===== config.mk =====
export PLATFORM = sky130hd
export DESIGN_NAME = if_prefetch_stage_flat
export DESIGN_NICKNAME = d
export VERILOG_FILES = /design/src/rtl/if_prefetch_stage_if.sv /design/src/rtl/if_prefetch_stage.sv /design/src/flat_wrapper.sv
export SDC_FILE = /design/constraint.sdc
export NUM_CORES = 1
export LEC_CHECK = 0
export CELL_PAD_IN_SITES_DETAIL_PLACEMENT = 1
export CELL_PAD_IN_SITES_GLOBAL_PLACEMENT = 1
export CORE_ASPECT_RATIO = 1.2
export CORE_MARGIN = 2
export CORE_UTILIZATION = 45
export DETAILED_ROUTE_END_ITERATION = 8
export PLACE_DENSITY = 0.82
export SLEW_MARGIN = 20
export SYNTH_ARGS = -nofsm -noshare
export SYNTH_HDL_FRONTEND = slang
export SYNTH_SLANG_ARGS = --single-unit

===== constraint.sdc =====
create_clock -name clk -period 15.8 [get_ports clk]
set_input_delay 3.16 -clock clk [delete_from_list [all_inputs] [get_ports clk]]
set_output_delay 3.16 -clock clk [all_outputs]
set_load 0.01 [all_outputs]

===== src/rtl/if_prefetch_stage_if.sv =====
// Handshake bundles for the IF prefetch stage:
// instruction SRAM request/response and the IF->OF valid/ready link.
interface imem_if #(
  parameter int AW = 12,
  parameter int DW = 32
);
  logic          imem_en;
  logic [AW-1:0] imem_addr;
  logic [DW-1:0] imem_data;

  modport master (output imem_en, imem_addr, input imem_data);
  modport slave  (input imem_en, imem_addr, output imem_data);
endinterface

interface if_of_if #(
  parameter int XLEN = 32,
  parameter int DW   = 32
);
  logic            valid;
  logic            ready;
  logic [XLEN-1:0] pc;
  logic [DW-1:0]   instr;

  modport master (output valid, pc, instr, input ready);
  modport slave  (input valid, pc, instr, output ready);
endinterface


===== src/rtl/if_prefetch_stage.sv =====
// IF stage: PC generation, sync imem fetch, {pc,instr} prefetch queue.
// Optional IF_PERF_CNT_EN builds fetch/flush performance counters.
module if_prefetch_stage #(
  parameter int XLEN            = 32,
  parameter int INST_ADDR_WIDTH = 12,
  parameter int INST_DATA_WIDTH = 32,
  parameter int FQ_DEPTH        = 4,
  parameter logic [XLEN-1:0] RESET_PC = '0
) (
  input  logic clk,
  input  logic rst,
  input  logic i_start,
  input  logic i_ex_branch_taken,
  input  logic [XLEN-1:0] i_ex_branch_pc,
  imem_if.master io_imem,
  if_of_if.master io_of,
  output logic [$clog2(FQ_DEPTH):0] o_fq_count,
  output logic [31:0] o_perf_fetch_cnt,
  output logic [31:0] o_perf_flush_cnt
);

  localparam int PW = $clog2(FQ_DEPTH);
  localparam int CW = PW + 1;
  localparam int DW = INST_DATA_WIDTH;

  typedef enum logic [1:0] {
    S_IDLE,
    S_RUN,
    S_REDIR
  } state_t;

  state_t r_state;
  state_t w_state_nxt;

  logic [XLEN-1:0] r_pc;
  logic [XLEN-1:0] w_pc_nxt;
  logic            r_inflight;
  logic [XLEN-1:0] r_inflight_pc;

  logic [XLEN-1:0] r_q_pc    [FQ_DEPTH];
  logic [DW-1:0]   r_q_instr [FQ_DEPTH];
  logic [PW-1:0]   r_wr_ptr;
  logic [PW-1:0]   r_rd_ptr;
  logic [CW-1:0]   r_count;

  logic          w_redirect;
  logic          w_issue;
  logic          w_push;
  logic          w_pop;
  logic [CW:0]   w_used;
  logic          w_unused_pc;

  // Redirects outside IDLE flush; in IDLE they only retarget the PC.
  assign w_redirect = i_ex_branch_taken & (r_state != S_IDLE);

  assign w_used = {1'b0, r_count} + {{CW{1'b0}}, r_inflight};
  assign w_issue = (r_state == S_RUN) & ~i_ex_branch_taken
                 & (w_used < (CW+1)'(FQ_DEPTH));

  assign w_push = r_inflight & ~w_redirect;
  assign w_pop  = io_of.valid & io_of.ready & ~w_redirect;

  always_comb begin
    w_state_nxt = r_state;
    w_pc_nxt    = r_pc;
    unique case (r_state)
      S_IDLE: begin
        if (i_ex_branch_taken) begin
          w_pc_nxt = i_ex_branch_pc;
        end else if (i_start) begin
          w_state_nxt = S_RUN;
        end
      end
      S_RUN: begin
        if (i_ex_branch_taken) begin
          w_state_nxt = S_REDIR;
          w_pc_nxt    = i_ex_branch_pc;
        end else if (w_issue) begin
          w_pc_nxt = r_pc + XLEN'(4);
        end
      end
      S_REDIR: begin
        if (i_ex_branch_taken) begin
          w_pc_nxt = i_ex_branch_pc;
        end else begin
          w_state_nxt = S_RUN;
        end
      end
      default: w_state_nxt = S_IDLE;
    endcase
  end

  always_ff @(posedge clk or posedge rst) begin
    if (rst) begin
      r_state       <= S_IDLE;
      r_pc          <= RESET_PC;
      r_inflight    <= 1'b0;
      r_inflight_pc <= '0;
    end else begin
      r_state    <= w_state_nxt;
      r_pc       <= w_pc_nxt;
      r_inflight <= w_issue;
      if (w_issue) begin
        r_inflight_pc <= r_pc;
      end
    end
  end

  always_ff @(posedge clk or posedge rst) begin
    if (rst) begin
      r_wr_ptr <= '0;
      r_rd_ptr <= '0;
      r_count  <= '0;
      for (int i = 0; i < FQ_DEPTH; i++) begin
        r_q_pc[i]    <= '0;
        r_q_instr[i] <= '0;
      end
    end else if (w_redirect) begin
      r_wr_ptr <= '0;
      r_rd_ptr <= '0;
      r_count  <= '0;
    end else begin
      if (w_push) begin
        r_q_pc[r_wr_ptr]    <= r_inflight_pc;
        r_q_instr[r_wr_ptr] <= io_imem.imem_data;
        r_wr_ptr            <= r_wr_ptr + PW'(1);
      end
      if (w_pop) begin
        r_rd_ptr <= r_rd_ptr + PW'(1);
      end
      r_count <= r_count + CW'(w_push) - CW'(w_pop);
    end
  end

  assign io_imem.imem_en   = w_issue;
  assign io_imem.imem_addr = w_issue ? r_pc[INST_ADDR_WIDTH+1:2] : '0;

  assign io_of.valid = (r_count != '0);
  assign io_of.pc    = r_q_pc[r_rd_ptr];
  assign io_of.instr = r_q_instr[r_rd_ptr];
  assign o_fq_count  = r_count;

  assign w_unused_pc = ^{r_pc[1:0], r_pc[XLEN-1:INST_ADDR_WIDTH+2]};

`ifdef IF_PERF_CNT_EN
  logic [31:0] r_perf_fetch;
  logic [31:0] r_perf_flush;

  always_ff @(posedge clk or posedge rst) begin
    if (rst) begin
      r_perf_fetch <= '0;
      r_perf_flush <= '0;
    end else begin
      if (w_issue) begin
        r_perf_fetch <= r_perf_fetch + 32'd1;
      end
      if (w_redirect) begin
        r_perf_flush <= r_perf_flush + 32'd1;
      end
    end
  end

  assign o_perf_fetch_cnt = r_perf_fetch;
  assign o_perf_flush_cnt = r_perf_flush;
`else
  assign o_perf_fetch_cnt = '0;
  assign o_perf_flush_cnt = '0;
`endif

endmodule

===== src/flat_wrapper.sv =====
// flat-port wrapper written by rule: the top's interface ports become plain ports
module if_prefetch_stage_flat 
#(
  parameter int XLEN            = 32,
  parameter int INST_ADDR_WIDTH = 12,
  parameter int INST_DATA_WIDTH = 32,
  parameter int FQ_DEPTH        = 4,
  parameter logic [XLEN-1:0] RESET_PC = '0
)
  (clk, rst, i_start, i_ex_branch_taken, i_ex_branch_pc, o_fq_count, o_perf_fetch_cnt, o_perf_flush_cnt, io_imem_imem_en, io_imem_imem_addr, io_imem_imem_data, io_of_valid, io_of_pc, io_of_instr, io_of_ready);
  imem_if io_imem_i ();
  if_of_if #(.XLEN(XLEN)) io_of_i ();
  input  logic clk;
  input  logic rst;
  input  logic i_start;
  input  logic i_ex_branch_taken;
  input  logic [XLEN-1:0] i_ex_branch_pc;
  output logic [$clog2(FQ_DEPTH):0] o_fq_count;
  output logic [31:0] o_perf_fetch_cnt;
  output logic [31:0] o_perf_flush_cnt;
  output wire logic [$bits(io_imem_i.imem_en)-1:0] io_imem_imem_en;
  output wire logic [$bits(io_imem_i.imem_addr)-1:0] io_imem_imem_addr;
  input wire logic [$bits(io_imem_i.imem_data)-1:0] io_imem_imem_data;
  output wire logic [$bits(io_of_i.valid)-1:0] io_of_valid;
  output wire logic [$bits(io_of_i.pc)-1:0] io_of_pc;
  output wire logic [$bits(io_of_i.instr)-1:0] io_of_instr;
  input wire logic [$bits(io_of_i.ready)-1:0] io_of_ready;
  assign io_imem_imem_en = io_imem_i.imem_en;
  assign io_imem_imem_addr = io_imem_i.imem_addr;
  assign io_imem_i.imem_data = io_imem_imem_data;
  assign io_of_valid = io_of_i.valid;
  assign io_of_pc = io_of_i.pc;
  assign io_of_instr = io_of_i.instr;
  assign io_of_i.ready = io_of_ready;
  if_prefetch_stage #(.XLEN(XLEN), .INST_ADDR_WIDTH(INST_ADDR_WIDTH), .INST_DATA_WIDTH(INST_DATA_WIDTH), .FQ_DEPTH(FQ_DEPTH), .RESET_PC(RESET_PC)) u_core (.clk(clk), .rst(rst), .i_start(i_start), .i_ex_branch_taken(i_ex_branch_taken), .i_ex_branch_pc(i_ex_branch_pc), .io_imem(io_imem_i), .io_of(io_of_i), .o_fq_count(o_fq_count), .o_perf_fetch_cnt(o_perf_fetch_cnt), .o_perf_flush_cnt(o_perf_flush_cnt));
endmodule

==> summary.md <==
| Metric | Value |
|---|---|
| Dpl hpwl | `22300 µm` |
| Congestion Overflow GR | `0` |
| Via/cell ratio | `between 5 and 6` |
| Core Box Area | `between 30000 and 40000 µm²` |
| Largest net degree at the start of global routing | `151` |
| Count of different cell masters after synthesis | `between 50 and 60` |
| Clock buffer depth | `3` |
| Run status | `finished, final reports clean` |
| Synthesized area | `between 15000 and 20000 µm²` |
| Post-DRT Antenna Nets | `0` |
| Peak supply drop | `0.0881 mV` |
| Sequential area share after synthesis | `0.535` |
| PortBufs | `149` |
| Crit start category | `primary input` |
| Die area | `between 30000 and 40000 µm²` |
| Post-CTS resize count | `0` |
| Final Cell Area | `between 15000 and 20000 µm²` |
| TritonCTS clock tree | `yes` |
| Max FO, Critical Path | `32` |
| Number of CTS-inserted buffers | `37` |
| Yosys top cell by area | `dfrtp_1` |
| Initial antenna violation count | `0` |
| I/O Pins | `about 210` |
| Fraction of final layout cells sized beyond drive strength 1 | `0.193` |
| Max-slew headroom | `0.305` |
| Main area contributors after synthesis | `dfrtp_1 (54%), mux2_1 (12%), mux4_2 (9.3%)` |
| Initial Util | `0.455` |
| Finish-stage setup viols | `0` |
| Initial DRC Count | `roughly 450` |
| Global-route wire length before repair | `58200 µm` |
| Worst slew pin tran | `approximately 1000 ps` |
| Crit. End Element | `output port` |
| Clock root buffer | `clkbuf_16` |
| Mean area per synthesized cell | `14.1 µm²` |
| First drt pass iteration count | `4` |
| Hold_buf cts | `0` |
| RSZ-0062 raised after global routing | `no` |
| Area Growth Syn to Fin | `17.3%` |
| Post-synth top area share | `0.535` |
| Routed vias | `about 9400` |
| Syn Inst Count | `between 1000 and 1500` |
| Post-CTS Setup Repair Bufs | `0` |
| TritonCTS Sinks | `330` |
| Setup TNS | `0 ps` |
| Worst-path clk slew | `~60 ps` |
| Routed wire length | `between 30000 and 40000 µm` |
| Top delay family on crit path | `buffers and inverters` |
| Max Freq | `around 100 MHz` |
| Pins Over Slew Limit | `0` |
| Vias in the first global route | `~10000` |
| Crit-path most repeated cell | `clkdlybuf4s50_1` |
| RD Place Congestion | `slightly above 0.8` |
| Gr usage total | `0.205` |
| Final hold violation count | `0` |
| Post-synth EDFFs | `0` |
| Setup CP Type | `primary input to output port` |
| CP Data Required Time | `around 13000 ps` |
| Min-Delay Path Class | `flop to flop` |
| CP arrival | `6420 ps` |
| CP max-delay cell | `nor2_1` |
| PwrDens | `~190 nW/µm²` |
| Synth Register Bits | `330` |
| Drt wl/cell | `between 20 and 25 µm` |
| Yosys warns | `0` |
| CP cell instances | `clkdlybuf4s50_1 > nand2b_2 > nor2_1 > nand2_1 > inv_1 > clkdlybuf4s50_1` |
| DRC violations left | `0` |
| Tcrit/Tclk final | `0.606` |
| Final Util | `0.534` |
| Ys async rst share | `1.00` |
| WP buf/inv | `3` |
| CP peak stage delay | `between 700 and 800 ps` |
| Min cycle time layout | `about 9600 ps` |
| Dominant synthesized flop cell | `dfrtp_1` |
| Cell leakage power | `about 8.4 nW` |
| FP Rows | `74` |
| Area after DPL | `~17000 µm²` |
| Fin nets | `around 1300` |
| Worst Skew | `31.6 ps` |
| DIE HEIGHT | `207 µm` |
| Die Wd | `173 µm` |
| Htree depth | `2` |
| Max-cap viol count | `0` |
| Skew-Pair Late Insertion Delay | `between 500 and 600 ps` |
report_power, final:
group	leakage (nW)	switching [W]	total [W]	internal, W
sequential	4.26	0.000268	0.00142	0.00115
clock	0.581	0.000346	0.000847	0.000501
combinational	3.58	0.000455	0.00112	0.000664
total	8.43	0.00107	0.00339	0.00232
cell usage after synthesis (13+ instances only):
library cell and n:
dfrtp_1 330, clkbuf_1 13, o22ai_1 13, a21oi_1 27, a21o_1 13, mux2_1 170
nor2_1 21, buf_4 67, a2bb2oi_1 13, mux4_2 64, nand2_1 90, buf_2 16
o21ai_0 15, nand3_1 15, buf_6 27, mux2_2 76
per-stage QoR:
stage          hold slack [ps]  total power, W  instances  setup slack (ps)
3_3_place_gp               468         0.00249       1644              6010
3_5_place_dp               477         0.00256       1644              5940
2_1_floorplan              439         0.00206       1154              3500
6_report                   486         0.00339       1711              6220
4_1_cts                    490         0.00344       1710              5880
5_1_grt                    508         0.00358       1710              5910
flip-flops by register name (all words and copies together) (netlist names):
signal,count
u_core.o_fq_count,3
u_core.r_rd_ptr,2
u_core.r_state,2
u_core.r_q_pc,128
u_core.r_q_instr,128
u_core.r_inflight,1
u_core.r_pc,32
u_core.r_inflight_pc,32
u_core.r_wr_ptr,2
final cells by class:
class / count / area, µm²
diodes: 1 / 2.50
clock buffers: 53 / 1060
flip-flops and latches: 330 / 8270
inverters: 8 / 37.5
clock inverters: 13 / 141
multi-input cells: 691 / 6460
fillers: 3331 / 15800
well taps: 456 / 571
repair buffers: 159 / 1580
final timing paths:
check	from	to	slack [ps]	cells after the start
hold reg to reg	u_core.r_q_instr[36]	u_core.r_q_instr[36]	490	1
setup reg to reg	u_core.r_state[0]	u_core.r_q_instr[53]	12610	5
min in group asynchronous	rst	u_core.r_q_instr[75]	3170	2
hold / removal	u_core.r_q_instr[36]	u_core.r_q_instr[36]	490	1
max in group asynchronous	rst	u_core.r_rd_ptr[0]	11230	3
setup / recovery	i_ex_branch_taken	io_imem_imem_en	6220	6
logic make-up (layout without fill, tap and decap cells):
logic type	after synthesis	after routing	synth area share
XOR/XNOR	5	5	0.00284
other	1	65	0.000243
buffers and inverters	133	233	0.0633
multiplexers	321	321	0.283
adder cells (fa/ha/maj)	9	9	0.00778
AND/OR/NAND/NOR	182	182	0.0599
flip-flops	330	330	0.535
AO/OA/AOI/OAI	110	110	0.0475
routing by layer:
metal	wire [µm]	GRT usage	vias to the layer above	part of all wire
met2	18500	0.367	253	0.51
met1	15000	0.255	4942	0.42
met5	0	0	-	0
li1	-	-	4115	-
met4	902	0.0678	0	0.025
met3	1580	0.0342	55	0.044
cells in the final DEF (no fill, tap or decap), types with 10 or more instances in the layout:
cell / count
clkbuf_16: 37
nand2_1: 90
conb_1: 64
mux4_2: 64
clkdlybuf4s50_1: 149
nor2_1: 21
mux2_1: 170
a21oi_1: 27
mux2_4: 10
o21ai_0: 15
a21o_1: 13
and3_1: 12
o22ai_1: 13
dfrtp_1: 328
mux2_2: 76
a2bb2oi_1: 13
nand3_1: 15
Note: power is estimated with default switching activity, not from simulation.
